--- src/rtl/bus_pkg.sv ---
// Shared bus definitions: arbiter state encoding, master indices and
// system bus widths (8-bit address, 32-bit data).
package bus_pkg;

    typedef enum logic [1:0] {
        ST_IDLE   = 2'd0,
        ST_GRANT0 = 2'd1,
        ST_GRANT1 = 2'd2
    } state_t;

    localparam logic MST_M0 = 1'b0;
    localparam logic MST_M1 = 1'b1;

    localparam int BUS_ADDR_W = 8;
    localparam int BUS_DATA_W = 32;

endpackage

--- src/rtl/bus_arbiter_rr_tenure_cnt.sv ---
// arb_tenure_cnt: saturating tenure counter with clear, enable and a
// terminal flag raised when the count sits at MAX_BURST-1.
// Ports: clk, reset (sync, active-high), i_clr, i_en -> o_cnt, o_term.
import bus_pkg::*;

module arb_tenure_cnt #(
    parameter int MAX_BURST = 8,
    parameter int CNT_W     = 4
) (
    input  logic             clk,
    input  logic             reset,
    input  logic             i_clr,
    input  logic             i_en,
    output logic [CNT_W-1:0] o_cnt,
    output logic             o_term
);

    localparam logic [CNT_W-1:0] TERM = CNT_W'(MAX_BURST - 1);

    logic [CNT_W-1:0] r_cnt;

    always_ff @(posedge clk) begin
        if (reset || i_clr) begin
            r_cnt <= '0;
        end else if (i_en && (r_cnt != TERM)) begin
            r_cnt <= r_cnt + CNT_W'(1);
        end
    end

    assign o_cnt  = r_cnt;
    assign o_term = (r_cnt == TERM);

endmodule

--- src/rtl/bus_arbiter_rr.sv ---
// bus_arbiter_rr: two-master round-robin bus arbiter with a guaranteed
// idle cycle between tenures. Define BUS_ARB_BURST_LIMIT_EN to force a
// release after MAX_BURST cycles when the other master is waiting.
// Ports: clk, reset (sync, active-high), M0_req, M1_req ->
//        M0_grant, M1_grant, M_sel, bus_busy, tenure_cnt.
import bus_pkg::*;

module bus_arbiter_rr #(
    parameter int MAX_BURST = 8,
    parameter int CNT_W     = 4
) (
    input  logic             clk,
    input  logic             reset,
    input  logic             M0_req,
    input  logic             M1_req,
    output logic             M0_grant,
    output logic             M1_grant,
    output logic             M_sel,
    output logic             bus_busy,
    output logic [CNT_W-1:0] tenure_cnt
);

    if (MAX_BURST < 2 || MAX_BURST > (1 << CNT_W)) begin : g_bad_cfg
        $error("bus_arbiter_rr: MAX_BURST out of range for CNT_W");
    end

    state_t r_state;
    logic   r_last;
    logic   r_sel;
    logic   r_g0;
    logic   r_g1;

    logic   w_in_grant;
    logic   w_own_req;
    logic   w_limit;
    logic   w_stay;
    logic   w_any_req;
    logic   w_win;

    assign w_in_grant = (r_state != ST_IDLE);
    assign w_own_req  = (r_state == ST_GRANT1) ? M1_req : M0_req;
    assign w_stay     = w_in_grant & w_own_req & ~w_limit;

    // Contention goes to the master that was not granted last
    assign w_any_req  = M0_req | M1_req;
    assign w_win      = (M0_req & M1_req) ? ~r_last : M1_req;

`ifdef BUS_ARB_BURST_LIMIT_EN
    logic             w_oth_req;
    logic             w_term;
    logic [CNT_W-1:0] w_cnt;

    assign w_oth_req = (r_state == ST_GRANT1) ? M0_req : M1_req;
    assign w_limit   = w_term & w_oth_req;

    // Cleared on every edge that does not extend the tenure, so it
    // reads 0 in IDLE and in the first granted cycle
    arb_tenure_cnt #(
        .MAX_BURST (MAX_BURST),
        .CNT_W     (CNT_W)
    ) u_cnt (
        .clk    (clk),
        .reset  (reset),
        .i_clr  (~w_stay),
        .i_en   (w_stay),
        .o_cnt  (w_cnt),
        .o_term (w_term)
    );

    assign tenure_cnt = w_cnt;
`else
    assign w_limit    = 1'b0;
    assign tenure_cnt = '0;
`endif

    always_ff @(posedge clk) begin
        if (reset) begin
            r_state <= ST_IDLE;
            r_last  <= MST_M1;
            r_sel   <= MST_M0;
            r_g0    <= 1'b0;
            r_g1    <= 1'b0;
        end else begin
            unique case (r_state)
                ST_IDLE: begin
                    if (w_any_req) begin
                        r_state <= w_win ? ST_GRANT1 : ST_GRANT0;
                        r_last  <= w_win;
                        r_sel   <= w_win;
                        r_g0    <= ~w_win;
                        r_g1    <= w_win;
                    end
                end
                ST_GRANT0, ST_GRANT1: begin
                    if (!w_stay) begin
                        r_state <= ST_IDLE;
                        r_g0    <= 1'b0;
                        r_g1    <= 1'b0;
                    end
                end
                default: begin
                    r_state <= ST_IDLE;
                    r_g0    <= 1'b0;
                    r_g1    <= 1'b0;
                end
            endcase
        end
    end

    assign M0_grant = r_g0;
    assign M1_grant = r_g1;
    assign M_sel    = r_sel;
    assign bus_busy = r_g0 | r_g1;

endmodule

--- config.mk ---
export PLATFORM = sky130hd
export DESIGN_NAME = bus_arbiter_rr
export DESIGN_NICKNAME = d
export VERILOG_FILES = /design/src/rtl/bus_pkg.sv /design/src/rtl/bus_arbiter_rr_tenure_cnt.sv /design/src/rtl/bus_arbiter_rr.sv
export SDC_FILE = /design/constraint.sdc
export NUM_CORES = 1
export LEC_CHECK = 0
export CORE_AREA = 2 2 39 41
export DETAILED_ROUTE_END_ITERATION = 8
export DIE_AREA = 0 0 41 43
export GPL_TIMING_DRIVEN = 0
export PLACE_DENSITY = 0.47
export SLEW_MARGIN = 20
export SYNTH_ARGS = -nofsm -noshare
export SYNTH_HDL_FRONTEND = slang
export SYNTH_SLANG_ARGS = --single-unit
--- constraint.sdc ---
create_clock -name clk -period 3.1 [get_ports clk]
set_input_delay 0.31 -clock clk [delete_from_list [all_inputs] [get_ports clk]]
set_output_delay 0.31 -clock clk [all_outputs]
set_load 0.02 [all_outputs]
==> impl_metrics.tcl <==
set metrics [dict create \
    status "finished, final reports clean" \
    wl_um 541 \
    whs_ns 0.487 \
    slowest_delay_ns 0.59 \
    clk_pin_slew_ns 0.04 \
    first_global_vias 207 \
    grt_overflow_total 0 \
    fmax_mhz 549 \
    grt_pass1_wl_um 828 \
    crit_required_ns 2.79 \
    crit_top_cell "inv_1" \
    critPathSlowestCell "clkdlybuf4s50_1" \
    cp_cell_sequence "inv_1 > ha_1 > inv_1 > clkdlybuf4s50_1" \
    synth_top_area_share 0.292 \
    cp.arrival_ns 1.51 \
    pre_cts_ws_ns 1.53 \
    crit_path_end_kind "primary output" \
    n_antenna_cell 0 \
    start_util 0.198 \
    clk_latency_ns 0.24 \
    finClkSkew_ns 0.00297 \
    postCtsSetupBuffers 0 \
    cp_max_fo 5 \
    synthFlopType "dfxtp_1" \
    cts_buffer_depth 2 \
    ant_nets 0 \
    startpoint_type "register" \
    row_count 14 \
    synth_area_per_cell_um2 8.84 \
    cts_tree "built" \
    syn_area_um2 274 \
    synth_edf_count 0 \
    setup_violations 0 \
    hold_viol 0 \
    cts.sinks 4 \
    wl_per_cell_um 9.02 \
    synth.largest_area_cell "dfxtp_1" \
    fin_tns_setup_ns 0 \
    synth_area_leaders "dfxtp_1 (29%), ha_1 (14%), buf_4 (11%), nor2b_1 (4.6%), inv_1 (4.1%)" \
    numPortBuffers 7 \
    min_period_ns 1.82 \
    cts_resized 0 \
    netlist-cell-type-count 18 \
    ys_async_sr_fraction 0 \
    maxSlewViolCount 0 \
    grt_max_degree 7 \
    syn_inst 31 \
    powerDensity_nw_per_um2 501 \
    drive_gt1_frac 0.250 \
    rsz0062_at_grt "no" \
    drc 0 \
    leakage_nw 0.176 \
    critical_path_class "register to primary output" \
    power_mw 0.199 \
    first_pass_iters 4 \
    io_pins 12 \
    fin_crit_sh 0.588 \
    numCtsBuffers 3 \
    dpl.hpwl_um 406 \
    die_area_um2 1760 \
    vias_per_cell 4.22 \
    antenna_found_initial 0 \
    die_w_um 41 \
    synth_seq_cells 4 \
    dieHeight_um 43 \
    nNetsFinal 53 \
    area_growth_pct 45.2 \
    n_fill_cell 157 \
    htreeDepth 1 \
    postCtsHoldBufs 0 \
    via_count 253 \
    root_buffer "clkbuf_4" \
    drt_iter0_markers 2 \
    grt_usage 0.0744 \
    vdd_drop_max_mv 0.192 \
    synth_common_cells "buf_4 (4), dfxtp_1 (4), ha_1 (3), inv_1 (3)" \
    coreArea_um2 1380 \
    routabilityCongestion 0.658 \
    setup_slack_ns 1.28 \
    cap_violations 0 \
    ys_seq_area_frac 0.292 \
    yosysWarnings 0 \
    hp-class "register to register" \
]
-- state kept, by name, summed over array words and instances, names as in the netlist --
register and count:
M0_grant 1, M1_grant 1, M_sel 1, r_last 1
-- where the power goes --
group          switching (mW)  internal, mW
combinational          0.0359        0.0333
clock                  0.0240        0.0435
sequential            0.00489        0.0577
total                  0.0649         0.134
-- cell type report --
cell class	instances	area, um2	area share
flip-flops and latches	4	80.1	0.201
multi-input cells	23	164	0.412
clock buffers	3	22.5	0.0566
well taps	16	20.0	0.0503
repair buffers	7	70.1	0.176
plain buffers	4	30.0	0.0755
inverters	3	11.3	0.0283
-- placed cells by master (no fill, tap or decap) --
cell type / count
clkdlybuf4s50_1: 7
dfxtp_1: 4
buf_4: 4
conb_1: 4
inv_1: 3
ha_1: 3
clkbuf_4: 3
nor2b_1: 2
nand2_1: 2
nor2_1: 2
nand2_2: 1
a2bb2oi_1: 1
mux2_2: 1
a21oi_2: 1
nor3_2: 1
nand4b_1: 1
o211ai_1: 1
a21oi_1: 1
a211o_1: 1
a32oi_1: 1
-- stage by stage --
stage | cell area, um2 | util | cells
after floorplan | 285 | - | 34
after global placement | 375 | 0.271 | 57
after detailed placement | 375 | 0.271 | 57
after CTS | 398 | 0.288 | 60
after global routing | 398 | 0.288 | 60
final | 398 | 0.288 | 60
-- cell families after synthesis --
kind of cell | Yosys count | share of synthesized area
AND/OR/NAND/NOR | 9 | 0.192
AO/OA/AOI/OAI | 6 | 0.174
adder cells (fa/ha/maj) | 3 | 0.137
flip-flops | 4 | 0.292
multiplexers | 1 | 0.0411
other | 1 | 0.0137
buffers and inverters | 7 | 0.151
-- worst max-delay path, delay by kind of cell (launching register included) --
family / cells / cell delay (ns)
fa+ha+maj: 1 / 0.18
buf+inv: 3 / 0.71
flops: 1 / 0.38
-- metal layers --
layer / wire length [um] / part of all wire / global-route usage
met5: 0 / 0 / 0
met4: 14 / 0.026 / 0.0600
met3: 58 / 0.11 / 0.0314
met2: 213 / 0.39 / 0.0875
met1: 255 / 0.47 / 0.100
-- final timing paths --
path                         startpoint                  end  slack (ns)  depth (start not counted)
setup / recovery  M1_grant$_SDFFE_PP0P_             bus_busy        1.28                          4
setup reg to reg  M1_grant$_SDFFE_PP0P_  r_last$_SDFFE_PP1P_        1.84                          5
hold reg to reg      M_sel$_SDFFE_PP0P_   M_sel$_SDFFE_PP0P_        0.49                          2
hold / removal       M_sel$_SDFFE_PP0P_   M_sel$_SDFFE_PP0P_        0.49                          2
No activity file was read; power rests on OpenSTA's default activity.
